$ cat config.mk
export PLATFORM = sky130hd
export DESIGN_NAME = reg_fetch_stage
export DESIGN_NICKNAME = d
export VERILOG_FILES = /design/src/rtl/reg_fetch_stage_pkg.sv /design/src/rtl/reg_fetch_stage_imm_extend.sv /design/src/rtl/reg_fetch_stage.sv
export SDC_FILE = /design/constraint.sdc
export NUM_CORES = 2
export LEC_CHECK = 0
export CELL_PAD_IN_SITES_DETAIL_PLACEMENT = 2
export CELL_PAD_IN_SITES_GLOBAL_PLACEMENT = 2
export CORE_UTILIZATION = 40
export DETAILED_ROUTE_END_ITERATION = 12
export PLACE_DENSITY = 0.84
export SYNTH_ARGS = -nofsm -noshare
export SYNTH_HDL_FRONTEND = slang
export SYNTH_SLANG_ARGS = --single-unit
$ cat constraint.sdc
create_clock -name clk -period 23 [get_ports clk]
set_clock_uncertainty 0.2 [all_clocks]
set_input_delay 4.6 -clock clk [delete_from_list [all_inputs] [get_ports clk]]
set_output_delay 4.6 -clock clk [all_outputs]
set_load 0.05 [all_outputs]
$ cat src/rtl/reg_fetch_stage_pkg.sv
// Shared processor package for the register-fetch stage.
// Holds the default width constants and the immediate-extension mode
// encodings used by reg_fetch_stage and imm_extend.
package reg_fetch_stage_pkg;

    localparam int DEF_REG_INDEX_BIT_WIDTH = 4;
    localparam int DEF_DBITS               = 32;
    localparam int DEF_IMM_BITS            = 16;

    // Immediate extension modes carried on imm_mode.
    typedef enum logic [1:0] {
        IMM_SEXT     = 2'b00,   // sign-extend
        IMM_ZEXT     = 2'b01,   // zero-extend
        IMM_UPPER    = 2'b10,   // place raw immediate in the top bits
        IMM_SEXT_SH2 = 2'b11    // sign-extend, then shift left by 2
    } imm_mode_t;

endpackage

$ cat src/rtl/reg_fetch_stage_imm_extend.sv
// imm_extend: purely combinational immediate extender.
// Ports:
//   imm_in   [IMM_BITS-1:0]  raw immediate from the decoder
//   imm_mode [1:0]           extension mode (see imm_mode_t)
//   imm_out  [DBITS-1:0]     extended immediate
module imm_extend
    import reg_fetch_stage_pkg::*;
#(
    parameter int DBITS    = DEF_DBITS,
    parameter int IMM_BITS = DEF_IMM_BITS
) (
    input  logic [IMM_BITS-1:0] imm_in,
    input  logic [1:0]          imm_mode,
    output logic [DBITS-1:0]    imm_out
);

    logic [DBITS-1:0] sext;
    logic [DBITS-1:0] zext;
    logic [DBITS-1:0] upper;

    assign sext  = {{(DBITS-IMM_BITS){imm_in[IMM_BITS-1]}}, imm_in};
    assign zext  = {{(DBITS-IMM_BITS){1'b0}}, imm_in};
    assign upper = {imm_in, {(DBITS-IMM_BITS){1'b0}}};

    always_comb begin
        imm_out = sext;
        case (imm_mode)
            IMM_SEXT:     imm_out = sext;
            IMM_ZEXT:     imm_out = zext;
            IMM_UPPER:    imm_out = upper;
            IMM_SEXT_SH2: imm_out = sext << 2;   // top bits simply fall off
            default:      imm_out = sext;
        endcase
    end

endmodule

$ cat src/rtl/reg_fetch_stage.sv
// reg_fetch_stage: register-file read stage with a busy-bit scoreboard.
// Reads rd/rs1/rs2 (with same-cycle writeback bypass), extends the
// immediate and presents everything one cycle after acceptance through a
// valid/ready output register. Instructions that touch a busy register
// are stalled until the pending writeback arrives.
// Ports:
//   clk, reset                 clock, asynchronous active-high reset
//   in_valid / in_ready        input handshake (in_ready is combinational)
//   rd, rs1, rs2, rd_write     register indices, rd will be written later
//   imm_in, imm_mode           raw immediate and its extension mode
//   wb_en, wb_idx, wb_data     writeback port
//   out_valid / out_ready      output handshake
//   out_regd/out_reg1/out_reg2 operand values, out_imm, out_rd
module reg_fetch_stage
    import reg_fetch_stage_pkg::*;
#(
    parameter int REG_INDEX_BIT_WIDTH = DEF_REG_INDEX_BIT_WIDTH,
    parameter int DBITS               = DEF_DBITS,
    parameter int IMM_BITS            = DEF_IMM_BITS
) (
    input  logic                           clk,
    input  logic                           reset,
    input  logic                           in_valid,
    output logic                           in_ready,
    input  logic [REG_INDEX_BIT_WIDTH-1:0] rd,
    input  logic [REG_INDEX_BIT_WIDTH-1:0] rs1,
    input  logic [REG_INDEX_BIT_WIDTH-1:0] rs2,
    input  logic                           rd_write,
    input  logic [IMM_BITS-1:0]            imm_in,
    input  logic [1:0]                     imm_mode,
    input  logic                           wb_en,
    input  logic [REG_INDEX_BIT_WIDTH-1:0] wb_idx,
    input  logic [DBITS-1:0]               wb_data,
    output logic                           out_valid,
    input  logic                           out_ready,
    output logic [DBITS-1:0]               out_regd,
    output logic [DBITS-1:0]               out_reg1,
    output logic [DBITS-1:0]               out_reg2,
    output logic [DBITS-1:0]               out_imm,
    output logic [REG_INDEX_BIT_WIDTH-1:0] out_rd
);

    localparam int NREGS = 2 ** REG_INDEX_BIT_WIDTH;

    // Register file is flop-based: every entry must clear on reset.
    logic [DBITS-1:0] regs_reg [NREGS];
    logic [NREGS-1:0] busy_reg;

    logic [NREGS-1:0] wb_hit;     // one-hot decode of this cycle's writeback
    logic [NREGS-1:0] set_hit;    // one-hot decode of this cycle's busy set
    logic [NREGS-1:0] busy_eff;   // busy after same-cycle writeback clears

    logic             hazard;
    logic             accept;
    logic [DBITS-1:0] imm_ext;
    logic [DBITS-1:0] regd_val;
    logic [DBITS-1:0] reg1_val;
    logic [DBITS-1:0] reg2_val;

    generate
        for (genvar gi = 0; gi < NREGS; gi++) begin : g_reg
            assign wb_hit[gi]   = wb_en && (wb_idx == REG_INDEX_BIT_WIDTH'(gi));
            assign set_hit[gi]  = accept && rd_write && (rd == REG_INDEX_BIT_WIDTH'(gi));
            assign busy_eff[gi] = busy_reg[gi] && !wb_hit[gi];

            always_ff @(posedge clk or posedge reset) begin
                if (reset) begin
                    regs_reg[gi] <= '0;
                end else if (wb_hit[gi]) begin
                    regs_reg[gi] <= wb_data;
                end
            end

            // A new producer claiming the register outranks the old
            // producer's writeback landing in the same cycle.
            always_ff @(posedge clk or posedge reset) begin
                if (reset) begin
                    busy_reg[gi] <= 1'b0;
                end else if (set_hit[gi]) begin
                    busy_reg[gi] <= 1'b1;
                end else if (wb_hit[gi]) begin
                    busy_reg[gi] <= 1'b0;
                end
            end
        end
    endgenerate

    assign hazard   = in_valid && (busy_eff[rd] || busy_eff[rs1] || busy_eff[rs2]);
    assign in_ready = (!out_valid || out_ready) && !hazard;
    assign accept   = in_valid && in_ready;

    // Writeback bypass so an operand written this cycle is not stale.
    assign regd_val = wb_hit[rd]  ? wb_data : regs_reg[rd];
    assign reg1_val = wb_hit[rs1] ? wb_data : regs_reg[rs1];
    assign reg2_val = wb_hit[rs2] ? wb_data : regs_reg[rs2];

    imm_extend #(
        .DBITS    (DBITS),
        .IMM_BITS (IMM_BITS)
    ) u_imm_extend (
        .imm_in   (imm_in),
        .imm_mode (imm_mode),
        .imm_out  (imm_ext)
    );

    // Output register: load on acceptance, hold while stalled,
    // drop valid once the consumer has taken the data.
    always_ff @(posedge clk or posedge reset) begin
        if (reset) begin
            out_valid <= 1'b0;
            out_regd  <= '0;
            out_reg1  <= '0;
            out_reg2  <= '0;
            out_imm   <= '0;
            out_rd    <= '0;
        end else if (accept) begin
            out_valid <= 1'b1;
            out_regd  <= regd_val;
            out_reg1  <= reg1_val;
            out_reg2  <= reg2_val;
            out_imm   <= imm_ext;
            out_rd    <= rd;
        end else if (out_ready) begin
            out_valid <= 1'b0;
        end
    end

endmodule

==> metrics.yaml <==
synth:
  synth-main-ff-cell: "dfrtp_1"
  synth_seq_area_share_pct: 42.6
  yosysWarnings: 0
  synth.avg_cell_area_um2: 14.6
  syn_inst: 2654
  syn-cell-area_um2: 38800
  synthArstFlopShare_pct: 100
  synth_top_cell_area_share_pct: 42.6
  synth_nets: 2726
  synth_seq_cells: 661
  synth_common_cells: "dfrtp_1 (661), mux2_2 (525), mux4_2 (480), nand2_1 (341), clkbuf_1 (157)"
  synth_edf_count: 0
  yosys.cell_types.count: 70
  yosysMostFrequentCell: "dfrtp_1"
  synth_top_area_cell: "dfrtp_1"
  synth_area_leaders: "dfrtp_1 (43%), mux4_2 (28%), mux2_2 (15%), nand2_1 (3.3%), mux2_1 (2.6%)"
placement:
  pre_cts_slack_ns: 9.29
  placed_area_um2: 41600
  place_congestion: 0.833
  numPortBuffers: 205
  dp_hpwl_um: 80700
  dp_cells: 3880
worst_setup_path:
  crit_required_ns: 18.20
  crit_type: "in2out"
  startpoint_type: "input port"
  critPathMaxFanout: 33
  end_kind: "output port"
  worstRegToRegCells: 7
  worstPathArrival_ns: 9.01
drt:
  vias: 26400
  drc: 0
  drt-initial-drc-count: 2361
  drt-pass1-iter-count: 7
  avgViaCountPerCell: 6.59
  wl_per_cell_um: 34.8
  totalWireLength_um: 140000
  drt.antenna.violating_nets: 0
min_path:
  hold_depth: 1
  hold_path_class: "reg2reg"
finish:
  drive_gt1_share_pct: 45.2
  stdcell_count: 4014
  fin_nets: 2765
  largest_reg_flops: 512
  syn_to_final_growth_pct: 13.9
  fin_area_um2: 44200
  fin_util_pct: 46.3
outcome:
  outcome: "finished clean"
floorplan:
  die-area_um2: 98300
  io-pin-count: 206
  design.core.area_um2: 95600
  die_w_um: 314
  num_rows: 113
  start_util_pct: 40.6
  die_h_um: 314
sta:
  relSlewSlack_pct: 18.1
  hold_violations: 0
  fin_tns_setup_ns: 0
  setup_viol: 0
  max_freq_mhz: 72.4
  setup_ws_ns: 9.19
  worst-slew-pin-transition_ns: 1.23
  slew_viol_final: 0
  min_period_over_period_pct: 60.0
  rsz0062_at_grt: "false"
  layout_min_cycle_time_ns: 13.81
power:
  p_leak_nw: 18.1
  p_per_area_nw_per_um2: 107
  max-vdd-ir-drop_mv: 0.0526
job:
  maxCapViolCount: 0
clock_network:
  cts_setup_buffers: 0
  hold_buffers: 0
  cts_buffers: 76
  cts.sinks: 661
  cts_max_path_buffers: 3
  cts.clk_slew.worst_paths_ns: 0.05
  clk_latency_ns: 0.65
  h-tree-depth: 3
  cts_tree: "built"
  cts-resized-gates: 0
  cts.root.buffer_cell: "clkbuf_16"
grt:
  grt_pass1_wl_um: 211000
  grt_start_max_net_pins: 176
  track_usage_pct: 28.9
  antenna_found_initial: 2
  grt_pass1_vias: 30300
  gr-total-overflow: 0
-- layout make-up --
cell class                 instances  area (µm²)
multi-input combinational       1684       21000
sequential                       661       16500
clock buffer                     118        2360
inverter                          23        90.1
antenna                            1        2.50
fill                            8877       51400
clock inverter                    15         216
tap                             1265        1580
timing repair buffer             247        2390
-- critical path: stages --
cell	delay [ns]
clkdlybuf4s50_1	0.74
nand2b_1	0.49
nor2_4	1.05
o22ai_1	0.21
and3_1	0.25
nor3_2	0.32
nand3_1	0.25
a21boi_0	0.25
clkdlybuf4s50_1	0.83
-- where the power goes --
| group | internal (mW) | total (mW) | leakage [nW] | switching, mW |
|---|---|---|---|---|
| combinational | 0.805 | 1.67 | 8.62 | 0.860 |
| clock | 0.758 | 1.28 | 1.25 | 0.518 |
| sequential | 1.48 | 1.80 | 8.18 | 0.324 |
-- metrics by stage --
stage | hold WS [ns] | total power [mW]
final | 0.290 | 4.74
after global routing | 0.310 | 4.90
after CTS | 0.297 | 4.76
after detailed placement | 0.285 | 3.44
after global placement | 0.274 | 3.31
after floorplan | 0.265 | 2.86
-- per-layer routing --
metal  vias to the layer above  GRT usage [%]  wire (µm)
li1                      10300              -          -
met2                      1183           49.0      70700
met4                         2           12.3       5760
met3                       329           4.13       8190
met1                     14700           37.1      55100
met5                         -              0         13
-- final timing paths --
path	from	to	slack (ns)
worst max-delay path	wb_idx[0]	in_ready	9.19
worst min-delay path	out_imm[0]	out_imm[0]	0.29
worst max register to register	busy_reg[6]	out_regd[10]	19.66
worst min register to register	out_imm[0]	out_imm[0]	0.29
max in group asynchronous	reset	regs_reg[168]	15.19
min in group asynchronous	reset	out_reg2[28]	4.26
-- cell families after synthesis --
kind of cell           after synthesis  synth area share, %
AO/OA/AOI/OAI                      110                 2.04
flip-flops                         661                 42.6
multiplexers                      1128                 46.9
AND/OR/NAND/NOR                    438                 4.74
buffers and inverters              309                 3.51
XOR/XNOR                             8                0.181
-- placed cells by master (no fill, tap or decap), types with 18 or more instances in the layout --
master | netlist | layout
inv_1 | 21 | 20
mux4_2 | 480 | 480
clkbuf_16 | 0 | 81
mux2_2 | 525 | 525
nor2_1 | 31 | 23
buf_4 | 4 | 43
mux2_4 | 30 | 30
o21ai_0 | 40 | 40
nand2_1 | 341 | 334
clkdlybuf4s50_1 | 0 | 193
clkbuf_1 | 157 | 18
mux2_1 | 88 | 88
dfrtp_1 | 661 | 661
clkbuf_8 | 0 | 21
Note: power is estimated with default switching activity, not from simulation.
==> edit 1 (same flow settings) <==
`DEF_DBITS`: 32 -> 48.
--- a/src/rtl/reg_fetch_stage_pkg.sv
+++ b/src/rtl/reg_fetch_stage_pkg.sv
@@ -5,5 +5,5 @@
 
     localparam int DEF_REG_INDEX_BIT_WIDTH = 4;
-    localparam int DEF_DBITS               = 32;
+    localparam int DEF_DBITS               = 48;
     localparam int DEF_IMM_BITS            = 16;
 
Interface: changed (5 resized); port bits go from 206 to 286. The function was not compared with the original's and may differ.
==> edit 1 against the original RTL <==
Wire length up 56%; count of clock-buffer cells in the layout rose by 49; cell count is 44% higher; area after synthesis is 44% higher; utilization about the same; setup slack got worse by 0.47 ns; final area grew 44%; combinational power up 45%; sequential cell count increased by 306; total power is 47% higher; highest routed layer unchanged.
==> edit 1: results <==
export IMPL_status="complete, no violations"
export IMPL_post_dp_hpwl_mm=121
export IMPL_insertion_delay_ns=0.76
export IMPL_synthFlopType="dfrtp_1"
export IMPL_clockBufferDepth=3
export IMPL_syn_num_nets=3888
export IMPL_leakagePower_nw=25.3
export IMPL_track_usage_pct=31.0
export IMPL_cp_arrival_ns=9.47
export IMPL_dp_cells=5568
export IMPL_vdd_ir_drop_max_mv=0.0629
export IMPL_drive_above_1_share_pct=46.4
export IMPL_hold_path_class="reg -> reg"
export IMPL_drtIter0Drc=3800
export IMPL_grt_pass1_vias=43900
export IMPL_tightestPinTransition_ns=1.22
export IMPL_grt_max_degree=164
export IMPL_synthTopCellsByCount="dfrtp_1, mux2_2, mux4_2"
export IMPL_cts_buffers=110
export IMPL_dpl_instance_area_sq_um=60000
export IMPL_largest_reg_flops=768
export IMPL_cts_resized_gates=0
export IMPL_yosysSeqAreaShare_pct=43.2
export IMPL_antenna_found_initial=5
export IMPL_gp_congestion=0.839
export IMPL_n_fill_cell=12700
export IMPL_port_buffers=285
export IMPL_post_place_ws_ns=8.86
export IMPL_ys_types=53
export IMPL_fin_area_sq_um=63900
export IMPL_synthCells=3800
export IMPL_htreeDepth=3
export IMPL_finalNonFillerCells=5774
export IMPL_post_cts_setup_buffer_count=0
export IMPL_viasPerCell=6.81
export IMPL_synth_area_top_cells="dfrtp_1, mux4_2, mux2_2"
export IMPL_drt_wl_total_mm=218
export IMPL_grt_pass1_wl_mm=323
export IMPL_first_pass_iters=7
export IMPL_cp_max_fo=49
edit 1: worst max-delay path, cell delays in order:
cell	delay (ns)
clkdlybuf4s50_1	0.75
nand3_1	0.65
nand2b_4	0.85
nand2_1	0.32
mux2i_1	0.13
mux4_2	0.56
a21boi_4	0.21
nand2_1	0.08
a21boi_0	0.40
clkdlybuf4s50_1	0.89
edit 1: area by class of cell:
cell class	instances	area share, %
antenna	3	0.0118
sequential	967	37.9
clock buffer	167	5.20
clock inverter	36	0.829
multi-input combinational	2357	46.9
tap	1863	3.65
timing repair buffer	357	5.38
inverter	24	0.151
edit 1: per-layer routing:
metal / vias to the layer above / global-route usage (%) / share of wire (%)
met4: 4 / 13.9 / 4.9
met5: - / 0 / 0.013
met3: 627 / 6.81 / 8.1
li1: 14700 / - / -
met1: 21800 / 39.8 / 38
met2: 2164 / 50.4 / 49
edit 1: final timing paths:
kind,slack (ns),cells after the start,end,from
worst max-delay path,8.73,10,in_ready,wb_idx[3]
worst min-delay path,0.31,1,out_regd[9],out_regd[9]
worst max register to register,18.24,8,out_regd[12],busy_reg[11]
worst min register to register,0.31,1,out_regd[9],out_regd[9]
max in group asynchronous,14.71,6,out_reg2[24],reset
min in group asynchronous,4.15,2,regs_reg[715],reset
edit 1: cells by family (layout without fill, tap and decap cells):
logic type | count (synthesis) | in the layout | synth area share, %
compound gates | 328 | 328 | 3.33
other cells | 0 | 3 | 0
flops | 967 | 967 | 43.2
mux | 1618 | 1618 | 46.8
xor+xnor | 10 | 10 | 0.156
buf+inv | 476 | 584 | 3.61
simple gates | 401 | 401 | 2.92
edit 1: power breakdown:
part | total [mW] | switching [mW] | internal, mW
combinational | 2.42 | 1.28 | 1.13
sequential | 2.64 | 0.487 | 2.15
clock | 1.90 | 0.784 | 1.12
==> edit 2 (config.mk and constraints unchanged) <==
Made on the original files. Make the reset (`reset`) synchronous in 3 clocked blocks. Comments in the files are not updated.
--- a/src/rtl/reg_fetch_stage.sv
+++ b/src/rtl/reg_fetch_stage.sv
@@ -64,5 +64,5 @@
             assign busy_eff[gi] = busy_reg[gi] && !wb_hit[gi];
 
-            always_ff @(posedge clk or posedge reset) begin
+            always_ff @(posedge clk) begin
                 if (reset) begin
                     regs_reg[gi] <= '0;
@@ -74,5 +74,5 @@
             // A new producer claiming the register outranks the old
             // producer's writeback landing in the same cycle.
-            always_ff @(posedge clk or posedge reset) begin
+            always_ff @(posedge clk) begin
                 if (reset) begin
                     busy_reg[gi] <= 1'b0;
@@ -106,5 +106,5 @@
     // Output register: load on acceptance, hold while stalled,
     // drop valid once the consumer has taken the data.
-    always_ff @(posedge clk or posedge reset) begin
+    always_ff @(posedge clk) begin
         if (reset) begin
             out_valid <= 1'b0;
Formal check against the unedited RTL: not equivalent (a bounded check fails within 4 cycles, from zero or initial values and one cycle with reset high; the reset may be asserted at any time).
==> edit 2 against the original RTL <==
First-iteration DRC count is 65% higher; setup slack lost 0.31 ns; area after synthesis down 0.69%; die area down 0.68%; critical path type unchanged; wire length is 11% higher; final area fell by 0.53%; sequential cell count unchanged; non-clock buffer count rose by 26; highest routed layer unchanged.
Power is not compared: it rests on default switching activity, and its combinational part moved more than twofold at a synthesized area within 25%.
==> edit 2: results <==
export IMPL_synthFlopType="edfxtp_1"
export IMPL_htreeDepth=3
export IMPL_n_fill_cell=8829
export IMPL_tightestPinTransition_ns=1.28
export IMPL_track_usage_pct=31.8
export IMPL_syn_num_nets=2683
export IMPL_grt_pass1_wl_mm=224
export IMPL_drtIter0Drc=3890
export IMPL_first_pass_iters=6
export IMPL_ys_types=60
export IMPL_cpMaxStageDelayCell="clkdlybuf4s50_1"
export IMPL_cts_buffers=78
export IMPL_routed_wl_met2_mm=76.1
export IMPL_vias=27700
export IMPL_synthTopCellsByCount="and2_1, edfxtp_1, mux4_2"
export IMPL_wl_met3_mm=15.4
export IMPL_synth_edff_count=512
export IMPL_cp_arrival_ns=9.31
export IMPL_antenna_found_initial=8
export IMPL_clockBufferDepth=3
export IMPL_post_place_ws_ns=8.98
export IMPL_drive_above_1_share_pct=28.3
export IMPL_leakagePower_nw=14.2
export IMPL_synthArstFlopShare_pct=0
export IMPL_synth_area_top_cells="edfxtp_1, mux4_2, and2_1"
export IMPL_wl_met1_mm=56.4
export IMPL_grt_pass1_vias=29800
export IMPL_yosysSeqAreaShare_pct=47.6
export IMPL_drt_wl_total_mm=156
export IMPL_grt_max_degree=89
export IMPL_gp_congestion=0.847
export IMPL_cp_max_fo=58
export IMPL_post_dp_hpwl_mm=88.3
export IMPL_clockRootBuffer="clkbuf_16"
export IMPL_status="complete, no violations"
export IMPL_top_layer_used="met5"
export IMPL_cp_slowest_stage_delay_ns=0.82
export IMPL_post_cts_setup_buffer_count=0
export IMPL_path_delay_family="simple AND/OR/NAND/NOR gates"
## edit 2: changes by cell type in the layout (fill, tap and decap cells not counted), moves of 32 or more
cell | before | now
edfxtp_1 | 0 | 512
mux2i_1 | 5 | 103
mux2_2 | 525 | 1
nand2_1 | 334 | 13
dfxtp_1 | 0 | 149
and2_1 | 1 | 512
dfrtp_1 | 661 | 0
a211oi_1 | 3 | 98
a31oi_1 | 3 | 127
o21ai_0 | 40 | 8
mux2_1 | 88 | 1
## edit 2: through the flow
stage | utilization (%) | cell area, sq um | total power [mW] | std cells
4_1_cts | 46.1 | 44000 | 3.37 | 3953
3_3_place_gp | 43.5 | 41400 | 2.06 | 3811
2_1_floorplan | - | 38600 | 1.86 | 2611
6_report | 46.1 | 44000 | 3.37 | 3957
5_1_grt | 46.1 | 44000 | 3.44 | 3953
3_5_place_dp | 43.5 | 41400 | 2.10 | 3811
## edit 2: metal layers
| metal | GRT usage (%) | vias up |
|---|---|---|
| met3 | 6.79 | 483 |
| met4 | 14.7 | 10 |
| met5 | 0 | - |
| li1 | - | 10500 |
| met1 | 40.2 | 14800 |
| met2 | 52.2 | 1957 |
## edit 2: logic make-up after synthesis
| family | after synthesis | share of synthesized area, % |
|---|---|---|
| buffers and inverters | 345 | 4.11 |
| and+or+nand+nor | 627 | 10.1 |
| AOI/OAI and AO/OA | 382 | 7.18 |
| DFF | 661 | 47.6 |
| muxes | 585 | 30.8 |
| xor gates and xnor gates | 11 | 0.250 |
## edit 2: power groups by stage
stage | logic (mW) | clock network (mW) | registers (mW)
global placement | 0.624 | 0 | 1.44
CTS | 0.652 | 1.28 | 1.43
detailed placement | 0.643 | 0 | 1.45
global route | 0.678 | 1.32 | 1.44
floorplan | 0.358 | 0 | 1.51
finish | 0.657 | 1.27 | 1.44
## edit 2: area by class of cell
type,instances,area [sq um],area share (%)
clock buffers,107,2240,5.10
inverters,7,26.3,0.0598
flip-flops and latches,661,18400,41.7
repair buffers,273,2560,5.83
clock inverters,35,299,0.680
multi-input cells,1605,18900,43.0
diodes,4,10.0,0.0228
well taps,1265,1580,3.60
## edit 2: worst register-to-register path: stages (launching register included)
cell and delay, ns:
dfxtp_1 0.34, nor2b_1 0.14, o21ai_1 0.12, a32oi_1 0.12
o2111ai_1 0.31, nand3_1 0.32, nor3_2 0.25, buf_4 0.68
buf_4 0.81, a211oi_1 0.32
## edit 2: path summary, 6_finish.rpt
check	from	endpoint	slack, ns	cells past startpoint
worst max-delay path	wb_idx[3]	in_ready	8.89	9
worst min-delay path	out_imm[0]	out_imm[0]	0.28	2
worst max register to register	busy_reg[9]	out_reg1[14]	19.21	9
worst min register to register	out_imm[0]	out_imm[0]	0.28	2
